===== src/rtl/tone_sequencer.sv =====
// Note-table sequencer that drives the divisor and silencing reset of clock_divider_top.
// Each entry is held for its duration, followed by a fixed silent gap.
module tone_sequencer #(
   parameter int DIV_W      = 32,
   parameter int DUR_W      = 32,
   parameter int NUM_NOTES  = 8,
   parameter int GAP_CYCLES = 1000,
   localparam int IDX_W     = $clog2(NUM_NOTES)
) (
   input  logic             clock,
   input  logic             reset,
   input  logic             start,
   input  logic             stop,
   input  logic             loop,
   input  logic             wr_en,
   input  logic [IDX_W-1:0] wr_addr,
   input  logic [DIV_W-1:0] wr_divisor,
   input  logic [DUR_W-1:0] wr_duration,
   output logic [DIV_W-1:0] divisor,
   output logic             div_rst,
   output logic             busy,
   output logic [IDX_W-1:0] note_idx,
   output logic             done
);

   localparam int GAP_W = (GAP_CYCLES > 1) ? $clog2(GAP_CYCLES) : 1;
   localparam logic [GAP_W-1:0] GAP_INIT = (GAP_CYCLES > 0) ? GAP_W'(GAP_CYCLES - 1) : '0;
   localparam logic [IDX_W-1:0] LAST_IDX = IDX_W'(NUM_NOTES - 1);

   typedef enum logic [2:0] {
      S_IDLE, S_LOAD, S_PLAY, S_GAP, S_ADVANCE, S_DONE
   } state_t;

   state_t             state_q, state_d;
   logic [DIV_W-1:0]   divisor_q, divisor_d;
   logic               div_rst_q, div_rst_d;
   logic               busy_q, busy_d;
   logic [IDX_W-1:0]   note_idx_q, note_idx_d;
   logic               done_q, done_d;
   logic [DUR_W-1:0]   dur_cnt_q, dur_cnt_d;
   logic [GAP_W-1:0]   gap_cnt_q, gap_cnt_d;
   logic               tbl_we;

   // Table has no reset so contents survive a reset pulse
   logic [DIV_W-1:0]   tbl_div_q [NUM_NOTES];
   logic [DUR_W-1:0]   tbl_dur_q [NUM_NOTES];
   logic [DIV_W-1:0]   ld_div;
   logic [DUR_W-1:0]   ld_dur;

   assign ld_div = tbl_div_q[note_idx_q];
   assign ld_dur = tbl_dur_q[note_idx_q];

   always_ff @(posedge clock) begin
      if (tbl_we) begin
         tbl_div_q[wr_addr] <= wr_divisor;
         tbl_dur_q[wr_addr] <= wr_duration;
      end
   end

   always_comb begin
      state_d    = state_q;
      divisor_d  = divisor_q;
      note_idx_d = note_idx_q;
      dur_cnt_d  = dur_cnt_q;
      gap_cnt_d  = gap_cnt_q;
      tbl_we     = 1'b0;
      if (state_q != S_IDLE && stop) begin
         state_d = S_IDLE;
      end else begin
         case (state_q)
            S_IDLE: begin
               tbl_we = wr_en;
               if (start && !stop) begin
                  state_d    = S_LOAD;
                  note_idx_d = '0;
               end
            end
            S_LOAD: begin
               if (ld_dur == '0) begin
                  state_d = S_DONE;
               end else begin
                  divisor_d = ld_div;
                  dur_cnt_d = ld_dur - DUR_W'(1);
                  state_d   = S_PLAY;
               end
            end
            S_PLAY: begin
               if (dur_cnt_q == '0) begin
                  if (GAP_CYCLES > 0) begin
                     state_d   = S_GAP;
                     gap_cnt_d = GAP_INIT;
                  end else begin
                     state_d = S_ADVANCE;
                  end
               end else begin
                  dur_cnt_d = dur_cnt_q - DUR_W'(1);
               end
            end
            S_GAP: begin
               if (gap_cnt_q == '0) state_d = S_ADVANCE;
               else gap_cnt_d = gap_cnt_q - GAP_W'(1);
            end
            S_ADVANCE: begin
               if (note_idx_q != LAST_IDX) begin
                  note_idx_d = note_idx_q + IDX_W'(1);
                  state_d    = S_LOAD;
               end else if (loop) begin
                  note_idx_d = '0;
                  state_d    = S_LOAD;
               end else begin
                  state_d = S_DONE;
               end
            end
            S_DONE:  state_d = S_IDLE;
            default: state_d = S_IDLE;
         endcase
      end
      // Outputs are registered, so decode them from the state being entered
      div_rst_d = !((state_d == S_PLAY) && (divisor_d != '0));
      busy_d    = (state_d != S_IDLE);
      done_d    = (state_d == S_DONE);
   end

   always_ff @(posedge clock or negedge reset) begin
      if (!reset) begin
         state_q    <= S_IDLE;
         divisor_q  <= '0;
         div_rst_q  <= 1'b1;
         busy_q     <= 1'b0;
         note_idx_q <= '0;
         done_q     <= 1'b0;
         dur_cnt_q  <= '0;
         gap_cnt_q  <= '0;
      end else begin
         state_q    <= state_d;
         divisor_q  <= divisor_d;
         div_rst_q  <= div_rst_d;
         busy_q     <= busy_d;
         note_idx_q <= note_idx_d;
         done_q     <= done_d;
         dur_cnt_q  <= dur_cnt_d;
         gap_cnt_q  <= gap_cnt_d;
      end
   end

   assign divisor  = divisor_q;
   assign div_rst  = div_rst_q;
   assign busy     = busy_q;
   assign note_idx = note_idx_q;
   assign done     = done_q;

endmodule


===== config.mk =====
export PLATFORM = sky130hd
export DESIGN_NAME = tone_sequencer
export DESIGN_NICKNAME = d
export VERILOG_FILES = /design/src/rtl/tone_sequencer.sv
export SDC_FILE = /design/constraint.sdc
export NUM_CORES = 1
export LEC_CHECK = 0
export ABC_AREA = 1
export CORE_ASPECT_RATIO = 1.2
export CORE_MARGIN = 4
export CORE_UTILIZATION = 35
export DETAILED_ROUTE_END_ITERATION = 16
export SYNTH_ARGS = -nofsm -noshare
export SYNTH_HDL_FRONTEND = slang
export SYNTH_SLANG_ARGS = --single-unit

===== constraint.sdc =====
create_clock -name clock -period 6.9 [get_ports clock]
set_input_delay 1.035 -clock clock [delete_from_list [all_inputs] [get_ports clock]]
set_output_delay 1.035 -clock clock [all_outputs]
set_load 0.1 [all_outputs]

==> run metrics, run 1 <==
CP startpoint kind=flop; clk_lat worst skew=0.61 ns; Die Area=77,230 sq um; first-pass GRT wire length=102,200 um; clock sinks=595; async set or reset register ratio after synthesis=0.1395; status=complete, no violations; fill cell instance count of the final layout=roughly 6,800; initial antenna violation count=5; Worst Tran Pin Value=1.328 ns; Yosys warnings=0; post-cts sizing count=0; FF-to-FF End=div_rst; Site Rows=108; clk buf depth=3; Tot GR Track Use=0.1709; top post-synthesis cells by area=edfxtp_1, nand2_1, dfrtp_1; final period utilization=0.6790; Avg WL per Cell=19.32 um; Ports=111; share of cells above drive strength 1=0.07491; DRC violations left=0; setup repair bufs after CTS=0; Post-synth EDFFs=512; Yosys reg bits=595; dpl cell area=27,500 sq um; port buffer count=110; ys flop type=edfxtp_1; grt total ovfl=0; vias in the first global route=about 17,000; final WL=66,820 um; CTS buffer count=between 60 and 70; TritonCTS clock tree=yes; P per Cell Area=333.2 nW/um^2; final layout net count=2,547; Syn-to-layout area delta=16.10%; Fmax achieved=213.4 MHz; Crit. End Element=flop; H-tree levels=3; max_slew headroom=0.1147; Fin Clk Skew=0.02255 ns; Design Area, Final=29,600 sq um; pins over their slew limit=0; clock-pin slew on the worst setup and hold paths=0.06 ns; cell chain of the critical path=inv_6 > buf_4 > o21ai_1 > nand3_1 > nand2_1 > nand2_1 > nor2_1 > nand2_1 > nor2_1 > nand2_1 > buf_4 > nand3_2 > o21ai_1 > nand2_1 > nor2_1 > nand2_1 > nor2_1 > nand2_1 > nand2_1; pin count of the biggest net entering global routing=214; DIE WIDTH=254.4 um; LEAKAGE=11.76 nW; crit-path max FO=114; Max IR drop VDD=0.4544 mV; Initial Utilization=0.3526; Final Hold Viols=0; Buf/Inv on CP=3; Hold Path Class=input port to asynchronous set/reset pin; DRT antenna net count=0; RSZ-0062 raised after global routing=false; reg-to-reg startpoint=note_idx[0]; clock root cell=clkbuf_16; Final setup viols=0; chip height=around 300 um; worst path required time=approximately 7.4 ns; register area share after synthesis=0.6846; core area=72,290 sq um; Mapped Cells=between 2,000 and 2,500; Final Critical Period=around 4.7 ns; max-cap violation count=0; Unique masters post-synth=38; Reg2Reg Setup Slack=2.21 ns; GP Congestion=0.8516; Post-Syn Nets=2,462; DRT Pass-1 Iters=5; cts hold-fix bufs=0; Post-Syn Area per Cell=10.69 sq um; Crit-path slowest cell=buf_4; top-area cell type share of the netlist area=0.6031; Critical Path AT=5.21 ns; synthesized cell area=25,490 sq um; CP delay by family, top=simple AND/OR/NAND/NOR gates; Synth area leader=edfxtp_1; post-detail-place hpwl=38,340 um; Worst Setup Path Type=flop to flop; hold slack=between 0.2 and 0.3 ns; vias=17,513; CP most frequent cell=nand2_1; Setup TNS=0 ns; final core occ=0.4094; detailed router's first-iteration violation count=1,355; DR vias/cell=roughly 5.1; worst reg2reg path depth=19; Largest stage delay, worst path=0.73 ns
[synthesized netlist by cell type, types with 2 or more instances]
| cell type | number |
|---|---|
| dfrtp_1 | 82 |
| nor2_2 | 3 |
| or2_2 | 35 |
| a21oi_1 | 133 |
| nand4_1 | 36 |
| buf_2 | 38 |
| nand3_1 | 134 |
| nor3_1 | 12 |
| a221oi_1 | 64 |
| nor3_2 | 2 |
| o21ai_0 | 58 |
| nor4_1 | 12 |
| nor2_1 | 152 |
| inv_2 | 5 |
| xor2_1 | 15 |
| o21ai_1 | 21 |
| xnor2_1 | 10 |
| buf_1 | 6 |
| clkbuf_1 | 63 |
| and3_1 | 2 |
| ha_1 | 4 |
| o211ai_1 | 2 |
| nand2_1 | 709 |
| edfxtp_1 | 512 |
| nand3b_1 | 2 |
| buf_4 | 14 |
| inv_1 | 248 |
[layout make-up]
class,count,area [sq um],share of cell area
antenna,1,2.502,0.00008455
clock buffer,88,1817,0.06138
clock inverter,33,279.0,0.009427
inverter,253,959.7,0.03242
multi-input combinational,1415,6579,0.2223
sequential,595,17460,0.5900
tap,935,1170,0.03953
timing repair buffer,139,1329,0.04490
[cell families after synthesis]
| kind of cell | share of synthesized area |
|---|---|
| fa+ha+maj | 0.001963 |
| buf+inv | 0.05944 |
| flops | 0.6846 |
| simple gates | 0.1800 |
| compound gates | 0.06538 |
| xor+xnor | 0.008589 |
[sequential cells by signal, summed over array words and instances, names as in the netlist]
| register | cells |
|---|---|
| dur_cnt_q | 32 |
| done | 1 |
| div_rst | 1 |
| tbl_div_q | 256 |
| state_q | 3 |
| busy | 1 |
| divisor | 32 |
| gap_cnt_q | 10 |
| tbl_dur_q | 256 |
| note_idx | 3 |
[layer usage]
metal,part of all wire,vias to the layer above,GRT usage
met2,0.49,517,0.2849
met3,0.060,117,0.03174
met5,0.00073,-,0
met4,0.024,8,0.05130
li1,-,8239,-
met1,0.43,8632,0.2281
[stage by stage]
step,power [mW],setup WS (ns),cells
2_1_floorplan,5.931,0.6963,2385
3_3_place_gp,6.494,2.369,3337
3_5_place_dp,6.517,2.288,3337
4_1_cts,9.925,2.245,3458
5_1_grt,10.28,1.806,3458
6_report,9.863,2.215,3459
[worst max-delay path by stage]
stage	startpoint	end	slack [ns]	cells after the start
6_report	note_idx[0]	div_rst	2.21	19
5_1_grt	note_idx[0]	div_rst	1.81	19
4_1_cts	note_idx[0]	div_rst	2.24	19
3_5_place_dp	note_idx[0]	div_rst	2.29	19
3_3_place_gp	note_idx[0]	div_rst	2.37	19
2_1_floorplan	wr_en	tbl_div_q[2][0]	0.70	3
[placed cells by master (no fill, tap or decap), types with 2 or more instances in the layout]
cell             Yosys  layout
buf_4               14      29
clkdlybuf4s50_1      0     109
xnor2_1             10      10
clkinv_2             0      13
bufinv_16            0       3
edfxtp_1           512     512
nor4_1              12      12
nor2_2               3       3
a221oi_1            64      64
o21ai_0             58      58
clkinv_1             0       9
o21ai_1             21      21
a21oi_1            133     133
nand4_1             36      36
clkinvlp_4           0       2
nand3b_1             2       2
or2_2               35      35
inv_1              248     246
nor2_1             152     148
clkinv_8             0       3
clkbuf_16            0      68
clkbuf_8             0       4
dfrtp_4              0       2
nand2_1            709     709
nor3_1              12       7
o211ai_1             2       2
ha_1                 4       4
nor3_2               2       7
inv_2                5       5
nand3_1            134     134
dfrtp_1             82      79
clkbuf_1            63      16
inv_6                0       4
nor2_4               1       5
xor2_1              15      15
and3_1               2       2
[report_power, final]
part	leakage, nW	switching (mW)	internal, mW
registers	5.58	0.204	4.25
clock network	1.03	1.43	1.98
logic	5.15	1.51	0.496
(Power assumes the default switching activity.)
==> inputs of run 2 (changes only) <==
==> constraint.sdc (replaced) <==
create_clock -name clock -period 4.3 [get_ports clock]
set_input_delay 0.645 -clock clock [delete_from_list [all_inputs] [get_ports clock]]
set_output_delay 0.645 -clock clock [all_outputs]
set_load 0.1 [all_outputs]
==> run 2 against run 1 <==
  * Flip-flop and latch count is the same
  * Final cell count is the same
  * Global-route usage shrank 0.073 points
  * Via count shrank 0.13%
  * Clock skew is 0.0013 ns higher
  * Sequential share of layout area fell by 0.13 points
  * Largest cell class unchanged
  * First-iteration DRC count increased by 7.8%
  * Clock-buffer cell count increased by 2
  * Routed wire length fell by 0.36%
==> run metrics, run 2 (synthesis results as in run 1) <==
status=complete, no violations; clk_lat worst skew=roughly 0.62 ns; Crit. End Element=flop; grt total ovfl=0; GP Congestion=0.8756; commonest non-fill, non-tap cells in the layout=nand2_1, edfxtp_1, inv_1; Worst Setup Path Type=flop to flop; total power=15.55 mW; detailed router's first-iteration violation count=1,461; Tot GR Track Use=0.1702; placed insts=3,346; max-cap violation count=0; clock root cell=clkbuf_16; Site Rows=108; Syn-to-layout area delta=16.37%; Fmax achieved=252.8 MHz; final layout net count=approximately 2,600; DRC violations left=0; port buffer count=110; worst reg2reg path depth=19; DRT Pass-1 Iters=5; P per Cell Area=524.2 nW/um^2; DRT antenna net count=0; Final setup viols=0; vias=between 15,000 and 20,000; reg-to-reg startpoint=note_idx[2]; register area=17,460 sq um; Critical Path AT=between 4 and 5 ns; DR vias/cell=5.056; FF-to-FF End=div_rst; Fin Clk Skew=0.02390 ns; clk buf depth=3; Die Area=between 70,000 and 80,000 sq um; core area=roughly 72,000 sq um; Post-Layout Cell Count=3,459; worst path required time=between 4 and 5 ns; CP startpoint kind=flop; Final Hold Viols=0; first-pass GRT wire length=102,500 um; H-tree levels=2; Avg WL per Cell=between 15 and 20 um; Hold Path Class=input port to asynchronous set/reset pin; Final Critical Period=3.955 ns; LEAKAGE=approximately 12 nW; Initial Utilization=0.3526; biggest regs=tbl_div_q: 256 flops, tbl_dur_q: 256 flops; chip height=303.6 um; area of the multi-input gates=6579 sq um; clock-pin slew on the worst setup and hold paths=0.06 ns; final period utilization=0.9198; share of cells above drive strength 1=0.07415; Worst Tran Pin Value=0.9992 ns; vias in the first global route=17,500; pins over their slew limit=0; crit-path max FO=36; max_slew headroom=0.3318; RSZ-0062 raised after global routing=false; clock sinks=roughly 600; most common cell after layout, fill and taps aside=nand2_1; DIE WIDTH=approximately 250 um; CTS buffer count=60; fill cell instance count of the final layout=just under 7,000; Ports=111; final WL=66,580 um; initial antenna violation count=6; pin count of the biggest net entering global routing=between 100 and 150; TritonCTS clock tree=yes; post-detail-place hpwl=around 38,000 um; Reg2Reg Setup Slack=0.34 ns; Max IR drop VDD=0.7441 mV
## run 2: worst max-delay path, cell delays in order, from the launching register on
cell and delay, ns:
dfrtp_2 0.61, inv_2 0.32, buf_4 0.45, nand3_1 0.21, nand2_1 0.14, nand2_1 0.07, nor2_1 0.12, nand2_1 0.11
nor2_1 0.23, nand2_1 0.37, nand3_2 0.15, buf_4 0.35, nand2_1 0.10, nand2_1 0.10, nand2_1 0.06, nor2_1 0.09
nand2_1 0.07, nor2_1 0.16, nand2_1 0.07, nand2_1 0.06
## run 2: cell type report
class | count | area share
Sequential cell | 595 | 0.5886
Multi-Input combinational cell | 1415 | 0.2218
Clock buffer | 90 | 0.05711
Timing Repair Buffer | 148 | 0.05247
Tap cell | 935 | 0.03944
Inverter | 253 | 0.03235
Clock inverter | 21 | 0.008056
Antenna cell | 2 | 0.0001687
## run 2: timing repair
item                       4_1_cts  5_1_grt
buffers inserted                 0        0
setup endpoints to repair        0        1
hold buffers                     0        0
gates resized for setup          0        1
## run 2: worst max-delay path by stage
stage                            from              end  slack (ns)
after global routing      note_idx[2]          div_rst        0.03
final                     note_idx[2]          div_rst        0.34
after detailed placement  note_idx[2]          div_rst        0.39
after global placement    note_idx[2]          div_rst        0.47
after floorplan                 wr_en  tbl_div_q[2][0]       -1.51
after CTS                 note_idx[2]          div_rst        0.39
## run 2: metrics by stage
stage	hold WS, ns	setup TNS (ns)	instance area (sq um)	utilization	setup WS, ns
after floorplan	0.3494	-387.46	25490	-	-1.514
after global placement	0.4642	0	27720	0.3835	0.4734
after detailed placement	0.4897	0	27720	0.3835	0.3855
after CTS	0.06595	0	29660	0.4102	0.3868
after global routing	0.09897	0	29660	0.4103	0.02672
final	0.05915	0	29660	0.4103	0.3448
## run 2: layer usage
| metal | GRT usage | vias up | wire length, um |
|---|---|---|---|
| met5 | 0 | - | 54 |
| met4 | 0.05245 | 8 | 1921 |
| met3 | 0.03234 | 125 | 4062 |
| met2 | 0.2807 | 542 | 31620 |
| met1 | 0.2287 | 8561 | 28920 |
| li1 | - | 8254 | - |
## run 2: power breakdown
group	total, mW	switching (mW)	leakage (nW)	internal, mW
sequential	7.14	0.327	5.58	6.81
clock	5.15	2.14	0.948	3.01
combinational	3.27	2.44	5.23	0.823
